===== config.mk =====
export PLATFORM = sky130hd
export DESIGN_NAME = alu_mdu_controller
export DESIGN_NICKNAME = d
export VERILOG_FILES = /design/src/rtl/alu_pkg.sv /design/src/rtl/alu_decode.sv /design/src/rtl/alu_mdu_controller.sv
export SDC_FILE = /design/constraint.sdc
export NUM_CORES = 1
export LEC_CHECK = 0
export CAP_MARGIN = 15
export CORE_MARGIN = 5
export CORE_UTILIZATION = 40
export CTS_CLUSTER_DIAMETER = 200
export DETAILED_ROUTE_END_ITERATION = 8
export GPL_TIMING_DRIVEN = 0
export HOLD_SLACK_MARGIN = 0.06
export PLACE_DENSITY = 0.7
export SLEW_MARGIN = 20
export SYNTH_ARGS = -nofsm -noshare
export SYNTH_HDL_FRONTEND = slang
export SYNTH_SLANG_ARGS = --single-unit
export TNS_END_PERCENT = 20

===== constraint.sdc =====
create_clock -name clk -period 6.7 [get_ports clk]
set_input_delay 2.01 -clock clk [delete_from_list [all_inputs] [get_ports clk]]
set_output_delay 2.01 -clock clk [all_outputs]
set_load 0.01 [all_outputs]

===== src/rtl/alu_pkg.sv =====
// Shared ALU/MDU definitions: operation codes, ALUOp
// classes, Funct7 patterns and the MDU sequencer state.
package alu_pkg;

  localparam logic [3:0] OP_AND  = 4'b0000;
  localparam logic [3:0] OP_OR   = 4'b0001;
  localparam logic [3:0] OP_ADD  = 4'b0010;
  localparam logic [3:0] OP_SUB  = 4'b0110;
  localparam logic [3:0] OP_SLT  = 4'b0111;
  localparam logic [3:0] OP_XOR  = 4'b1100;
  localparam logic [3:0] OP_SLL  = 4'b1000;
  localparam logic [3:0] OP_SRL  = 4'b1001;
  localparam logic [3:0] OP_SRA  = 4'b1010;
  localparam logic [3:0] OP_SLTU = 4'b1011;

  localparam logic [1:0] ALUOP_MEM = 2'b00;
  localparam logic [1:0] ALUOP_BR  = 2'b01;
  localparam logic [1:0] ALUOP_R   = 2'b10;
  localparam logic [1:0] ALUOP_I   = 2'b11;

  localparam logic [6:0] F7_BASE   = 7'b0000000;
  localparam logic [6:0] F7_ALT    = 7'b0100000;
  localparam logic [6:0] F7_MULDIV = 7'b0000001;

  typedef enum logic [1:0] {
    S_IDLE = 2'b00,
    S_BUSY = 2'b01,
    S_DONE = 2'b10
  } mdu_state_e;

  // Funct3 to ALU op for plain R/I arithmetic.
  function automatic logic [3:0] base_op(
    input logic [2:0] f3
  );
    logic [3:0] op;
    case (f3)
      3'b000:  op = OP_ADD;
      3'b001:  op = OP_SLL;
      3'b010:  op = OP_SLT;
      3'b011:  op = OP_SLTU;
      3'b100:  op = OP_XOR;
      3'b101:  op = OP_SRL;
      3'b110:  op = OP_OR;
      default: op = OP_AND;
    endcase
    return op;
  endfunction

endpackage


===== src/rtl/alu_decode.sv =====
// Combinational ALU control decode: operation code,
// illegal-encoding flag and RV32M detection.
module alu_decode
  import alu_pkg::*;
#(
  parameter int ENABLE_M = 1
) (
  input  logic       valid_in,
  input  logic [1:0] ALUOp,
  input  logic [6:0] Funct7,
  input  logic [2:0] Funct3,
  output logic [3:0] Operation,
  output logic       illegal,
  output logic       mop
);

  logic alt;
  logic base;
  logic bad;

  // Operation / legality per ALUOp class.
  always_comb begin
    alt  = (Funct7 == F7_ALT);
    base = (Funct7 == F7_BASE);
    mop  = (ENABLE_M != 0) && (ALUOp == ALUOP_R)
        && (Funct7 == F7_MULDIV);
    Operation = OP_ADD;
    bad  = 1'b0;
    case (ALUOp)
      ALUOP_MEM: Operation = OP_ADD;
      ALUOP_BR: begin
        case (Funct3[2:1])
          2'b10:   Operation = OP_SLT;
          2'b11:   Operation = OP_SLTU;
          default: Operation = OP_SUB;
        endcase
      end
      ALUOP_R: begin
        if (mop)
          Operation = OP_ADD;
        else if (alt && Funct3 == 3'b000)
          Operation = OP_SUB;
        else if (alt && Funct3 == 3'b101)
          Operation = OP_SRA;
        else
          Operation = base_op(Funct3);
        bad = !(base || alt || mop)
           || (alt && Funct3 != 3'b000
                   && Funct3 != 3'b101);
      end
      default: begin
        if (alt && Funct3 == 3'b101)
          Operation = OP_SRA;
        else
          Operation = base_op(Funct3);
        bad = (Funct3 == 3'b001 && !base)
           || (Funct3 == 3'b101 && !(base || alt));
      end
    endcase
    illegal = valid_in & bad;
  end

endmodule


===== src/rtl/alu_mdu_controller.sv =====
// ALU control plus multi-cycle MUL/DIV sequencer:
// accept in IDLE, count LAT cycles in BUSY, pulse DONE.
module alu_mdu_controller
  import alu_pkg::*;
#(
  parameter int ENABLE_M = 1,
  parameter int MUL_LAT  = 2,
  parameter int DIV_LAT  = 32
) (
  input  logic       clk,
  input  logic       reset,
  input  logic       valid_in,
  input  logic       flush,
  input  logic [1:0] ALUOp,
  input  logic [6:0] Funct7,
  input  logic [2:0] Funct3,
  output logic [3:0] Operation,
  output logic [2:0] mdu_op,
  output logic       mdu_start,
  output logic       mdu_sel,
  output logic       stall,
  output logic       done,
  output logic       illegal
);

  localparam int MAXL =
    (MUL_LAT > DIV_LAT) ? MUL_LAT : DIV_LAT;
  localparam int CW =
    (MAXL <= 1) ? 1 : $clog2(MAXL);
  localparam logic [CW-1:0] MUL_LD = CW'(MUL_LAT - 1);
  localparam logic [CW-1:0] DIV_LD = CW'(DIV_LAT - 1);

  mdu_state_e    state;
  mdu_state_e    nstate;
  logic [CW-1:0] cnt;
  logic          mop;
  logic          accept;

  alu_decode #(
    .ENABLE_M (ENABLE_M)
  ) u_dec (
    .valid_in  (valid_in),
    .ALUOp     (ALUOp),
    .Funct7    (Funct7),
    .Funct3    (Funct3),
    .Operation (Operation),
    .illegal   (illegal),
    .mop       (mop)
  );

  assign accept = (state == S_IDLE) & valid_in
                & mop & ~flush & ~reset;

  // State register.
  always_ff @(posedge clk) begin
    if (reset)
      state <= S_IDLE;
    else
      state <= nstate;
  end

  // Latency counter and latched MDU function.
  always_ff @(posedge clk) begin
    if (reset) begin
      cnt    <= '0;
      mdu_op <= 3'b000;
    end else if (accept) begin
      cnt    <= Funct3[2] ? DIV_LD : MUL_LD;
      mdu_op <= Funct3;
    end else if (flush) begin
      cnt    <= '0;
    end else if (state == S_BUSY && cnt != '0) begin
      cnt    <= cnt - CW'(1);
    end
  end

  // Next-state logic; flush always returns to IDLE.
  always_comb begin
    nstate = state;
    if (flush) begin
      nstate = S_IDLE;
    end else begin
      unique case (state)
        S_IDLE: if (accept) nstate = S_BUSY;
        S_BUSY: if (cnt == '0) nstate = S_DONE;
        S_DONE: nstate = S_IDLE;
        default: nstate = S_IDLE;
      endcase
    end
  end

  // Handshake outputs decoded from state.
  always_comb begin
    mdu_start = accept;
    stall     = 1'b0;
    done      = 1'b0;
    mdu_sel   = 1'b0;
    if (!reset) begin
      unique case (1'b1)
        (state == S_IDLE): stall = accept;
        (state == S_BUSY): stall = 1'b1;
        (state == S_DONE): begin
          done    = ~flush;
          mdu_sel = ~flush;
        end
        default: ;
      endcase
    end
  end

endmodule


# Word level (Yosys, flattened, before mapping)
# Cells that the tools add are included.
# Widths: inputs -> output; s select.
[totals]
output_inout_bits = 12
rom_bits = 0
input_bits = 16
ram_bits = 0
register_bits = 10
memories = 0
elab_cells = 72
latchBits = 0
[classes]
mux = 18
n_bitwise = 7
shift = 0
n_lt_le_gt_ge = 0
div = 0
n_eq_ne = 17
n_reduce_logical = 26
addsub = 1
mul = 0
[op_table]
columns = ["cell", "n"]
rows = [
  ["$pmux 4 s7", 1],
  ["$mux 5", 4],
  ["$mux 4", 3],
  ["$pmux 4 s3", 1],
  ["$eq 3x3->1 const B", 3],
  ["$eq 2x2->1 const B", 4],
  ["$logic_and 1x1->1", 8],
  ["$pmux 4 s2", 1],
  ["$eq 7x1->1 const B", 1],
  ["$eq 7x6->1 const B", 1],
  ["$logic_not 7->1", 1],
  ["$eq 3x2->1 const B", 2],
  ["$reduce_bool 3->1", 2],
  ["$and 1x1->1", 5],
  ["$logic_not 5->1", 1],
  ["$reduce_bool 5->1", 1],
  ["$sub 5x1->5 const B", 1],
  ["$eq 2x1->1 const B", 2],
  ["$logic_not 2->1", 2],
  ["$logic_or 1x1->1", 4],
  ["$mux 2", 2],
  ["$pmux 1 s2", 2],
  ["$pmux 2 s2", 1],
  ["$reduce_or 2->1", 2],
  ["other kinds (9)", 14],
]

# Depth between registers and ports, before layout
[logic_depth]
ltp_word = 7
ltp_mapped = 6
depth_no_buf = 6

# By module
# From an unflattened synthesis, not the netlist that was laid out.
[hier_totals]
hier_cells = 101
hier_area_um2 = 769.5
[by_module_without_submodules]
columns = ["module", "cells_each", "area_each_um2", "n_inst", "seq_area_each_um2"]
rows = [
  ["alu_mdu_controller", 59, 500.5, 1, 200.2],
  ["alu_decode", 42, 269.0, 1, 0.0],
]

# Worst setup path after synthesis
# Ideal clock, no wire load.
[synth_path]
path_type = "input port to output port"
start = "in Funct7[5]"
end = "out mdu_start"
n_path_buf = 1
path_slack_ps = 1377
arrival_time_ps = 3313
t_required_ps = 4690
stages = 4
cell_sequence = "or4b_4 -> or4_1 -> buf_2 -> nor2_1"
[synth_via]
elab_chain_len = 5
[synth_rtl]
columns = ["element", "line", "text"]
rows = [
  ["from (decl)", "alu_mdu_controller.sv:15", "input logic [6:0] Funct7,"],
  ["$eq 7x1->1", "alu_decode.sv:26", "&& (Funct7 == F7_MULDIV);"],
  ["$logic_and 1x1->1", "alu_decode.sv:26", ""],
  ["$and 1x1->1 (3 in a row)", "alu_mdu_controller.sv:52", "& mop & ~flush & ~reset;"],
  ["to (decl)", "alu_mdu_controller.sv:19", "output logic mdu_start,"],
]
# Every way passes these cells.

# Final worst setup path
[layout_path]
start = "in Funct7[0]"
end = "out mdu_start"
# The elaborated chain is that of the path after synthesis.

==> results.yml <==
status:
  status: "complete, no violations"
setup_path:
  setup.worst_path.class: "input port to output port"
  crit_arrival_ns: 4.40
  critical-path-top-delay-family: "buffers and inverters"
  critPathBufInv: 3
  crit_path_start_kind: "input port"
  path_common_cell: "clkdlybuf4s50_1"
  path_max_fanout: 8
  end_kind: "output port"
  path_cells: "clkdlybuf4s50_1 -> or4b_4 -> or4_1 -> buf_2 -> nor2_1 -> clkdlybuf4s50_1"
  slowest_delay_ns: 0.56
  cpMaxStageDelayCell: "clkdlybuf4s50_1"
  required_ns: 4.69
timing:
  setup_violations: 0
  max-slew-margin-rel: 0.486
  whs_ns: 0.465
  tightest_slew_ns: 0.764
  post-route-min-period_ns: 6.41
  max_freq_mhz: 156
  finClkSkew_ns: 0.0121
  finalSetupTns_ns: 0
  hold_violations: 0
  timing.final.max_slew_violations: 0
  fin_crit_sh: 0.957
  setup_slack_ns: 0.291
  rsz0062_at_grt: "false"
grt:
  grt_antenna_before_repair: 0
  grt_pass1_vias: 973
  grt_pass1_wl_microns: 3950
  grt-ovfl-total: 0
  grt_start_max_net_pins: 11
  grt_usage: 0.149
drt:
  vias: 1045
  wl_microns: 2460
  drt.antenna.violating_nets: 0
  drt_iter0_drc: 28
  via_per_inst: 5.97
  drc: 0
  routedWlPerCell_microns: 14.0
  firstDrtPassIters: 4
clock_network:
  clock_path_buffers: 2
  htree_num_levels: 1
  cts_tree: "yes"
  clockRootBuffer: "clkbuf_4"
  cts_buffers: 3
  worstSkewPairLatency_ns: 0.27
  postCtsSetupRepairBufs: 0
  cts_resized: 0
  cts_sinks: 10
  ctsHoldBuffers: 0
  path_clk_slew_ns: 0.05
yosys:
  syn_avg_cell_area_sq_um: 7.43
  syn_area_sq_um: 892
  ys_warn_count: 0
  yosysTopAreaCell: "dfxtp_1"
  synth_cell_types: 45
  synth.area.top_cells: "dfxtp_1 22%, a21oi_1 5.6%, nand3_1 4.5%"
  async_flop_share: 0
  syn-num-nets: 138
  synth_top_cell_area_share: 0.224
  synthCells: 120
  synthFlopType: "dfxtp_1"
  ys_seq_elements: 10
  ys_seq_area_frac: 0.224
  synth_edf_count: 0
power_and_ir_drop:
  p_leak_nw: 0.392
  clockPowerShare: 0.282
  ir_drop_uv: 59.2
  total_power_mw: 0.146
  netSwitchingFraction: 0.300
  powerDensity_mw_per_mm2: 123
  p_seq_frac: 0.424
  comb_power_share: 0.294
  p_sw_mw: 0.0439
  internal_power_mw: 0.102
finish:
  multiInputGateArea_sq_um: 642
  postLayoutCoreUtil: 0.548
  layout.cells.non_filler: 175
  seq_area_sq_um: 200
  final_area_sq_mm: 0.00119
  fin_nets: 167
  diodes: 0
  drive_above_1_share: 0.0748
  areaGrowthSynthToFinish_pct: 33.4
  fill_cells: 213
place:
  dpl.cell_count: 172
  pre_cts_ws_ns: 0.292
  place_area_sq_mm: 0.00117
  port_buffers: 24
  hpwl_microns: 1950
  gp_congestion: 0.837
floorplan:
  io_pins: 28
  core_area_sq_mm: 0.00217
  fp.dieH_microns: 57.2
  fp.dieArea_sq_mm: 0.00327
  num_rows: 17
  initial_core_util: 0.411
  die_w_microns: 57.2
min_path:
  hold_path_class: "flip-flop to flip-flop"
job:
  drv_cap: 0
==> cell families (layout without fill, tap and decap cells) <==
family / after synthesis / after routing / share of synthesized area
AOI/OAI and AO/OA: 36 / 36 / 0.278
xor gates and xnor gates: 1 / 1 / 0.00982
adders and majority gates: 2 / 2 / 0.0280
buffers and inverters: 12 / 39 / 0.0561
DFF: 10 / 10 / 0.224
and+or+nand+nor: 59 / 59 / 0.404
==> power by group through the flow <==
stage / registers (mW) / logic (mW) / clock network (mW)
floorplan: 0.0630 / 0.0233 / 0
global placement: 0.0632 / 0.0416 / 0
detailed placement: 0.0633 / 0.0423 / 0
CTS: 0.0620 / 0.0426 / 0.0415
global route: 0.0622 / 0.0465 / 0.0450
finish: 0.0620 / 0.0430 / 0.0412
==> cells in the final DEF (no fill, tap or decap), types with 2 or more instances in the layout <==
master | Yosys | final
ha_1 | 2 | 2
inv_1 | 5 | 5
nand3_1 | 8 | 8
o21ai_0 | 6 | 6
dfxtp_1 | 10 | 10
o31ai_1 | 2 | 2
clkbuf_4 | 0 | 3
or4_1 | 3 | 3
o21ai_1 | 2 | 2
a211oi_1 | 2 | 2
nor3_1 | 4 | 4
nor4_1 | 3 | 3
nor3b_1 | 3 | 3
a21oi_1 | 10 | 10
or2b_1 | 2 | 2
nor2_1 | 8 | 8
or3_1 | 3 | 3
nand4_1 | 2 | 2
nand2b_1 | 2 | 2
nand2_1 | 6 | 6
clkbuf_1 | 5 | 5
nand3b_1 | 2 | 2
a311o_1 | 2 | 2
nor2b_1 | 6 | 6
clkdlybuf4s50_1 | 0 | 24
==> Yosys cell counts, drive strengths merged (2+ instances only) <==
cell type,instances
a21oi,10
dfxtp,10
o21ai,9
nand3,8
nor2,8
nand2,6
nor2b,6
clkbuf,5
inv,5
nor3,4
nor4,4
a211oi,3
nor3b,3
or3,3
or4,3
a311o,2
buf,2
ha,2
nand2b,2
nand3b,2
nand4,2
o31ai,2
or2,2
or2b,2
or4b,2
==> flip-flops by register name, indices dropped and copies added (netlist names) <==
| register | cells |
|---|---|
| state | 2 |
| mdu_op | 3 |
| cnt | 5 |
==> worst register-to-register path: cells and delay by family (launching register included) <==
family,cells,cell delay [ns]
simple gates,2,1.28
flops,1,0.35
compound gates,2,0.37
==> final cells by class <==
cell class                      instances  share of cell area
Multi-Input combinational cell         98               0.539
Buffer                                  7              0.0263
Inverter                                5              0.0158
Clock buffer                            3              0.0189
Tap cell                               28              0.0294
Sequential cell                        10               0.168
Timing Repair Buffer                   24               0.202
==> per-layer routing <==
metal | track usage | vias up | part of all wire
li1 | - | 518 | -
met1 | 0.184 | 482 | 0.44
met2 | 0.253 | 41 | 0.47
met3 | 0.0158 | 4 | 0.070
met4 | 0.0795 | 0 | 0.018
met5 | 0 | - | 0
==> final timing paths <==
kind	startpoint	slack [ns]	depth (start not counted)	end
min	mdu_op[0]$_SDFFE_PP0P_	0.46	2	mdu_op[0]$_SDFFE_PP0P_
max	Funct7[0]	0.29	6	mdu_start
min reg2reg	mdu_op[0]$_SDFFE_PP0P_	0.46	2	mdu_op[0]$_SDFFE_PP0P_
max reg2reg	state[0]$_SDFFE_PP0P_	4.59	4	cnt[1]$_SDFFE_PP0P_
(Power assumes the default switching activity.)
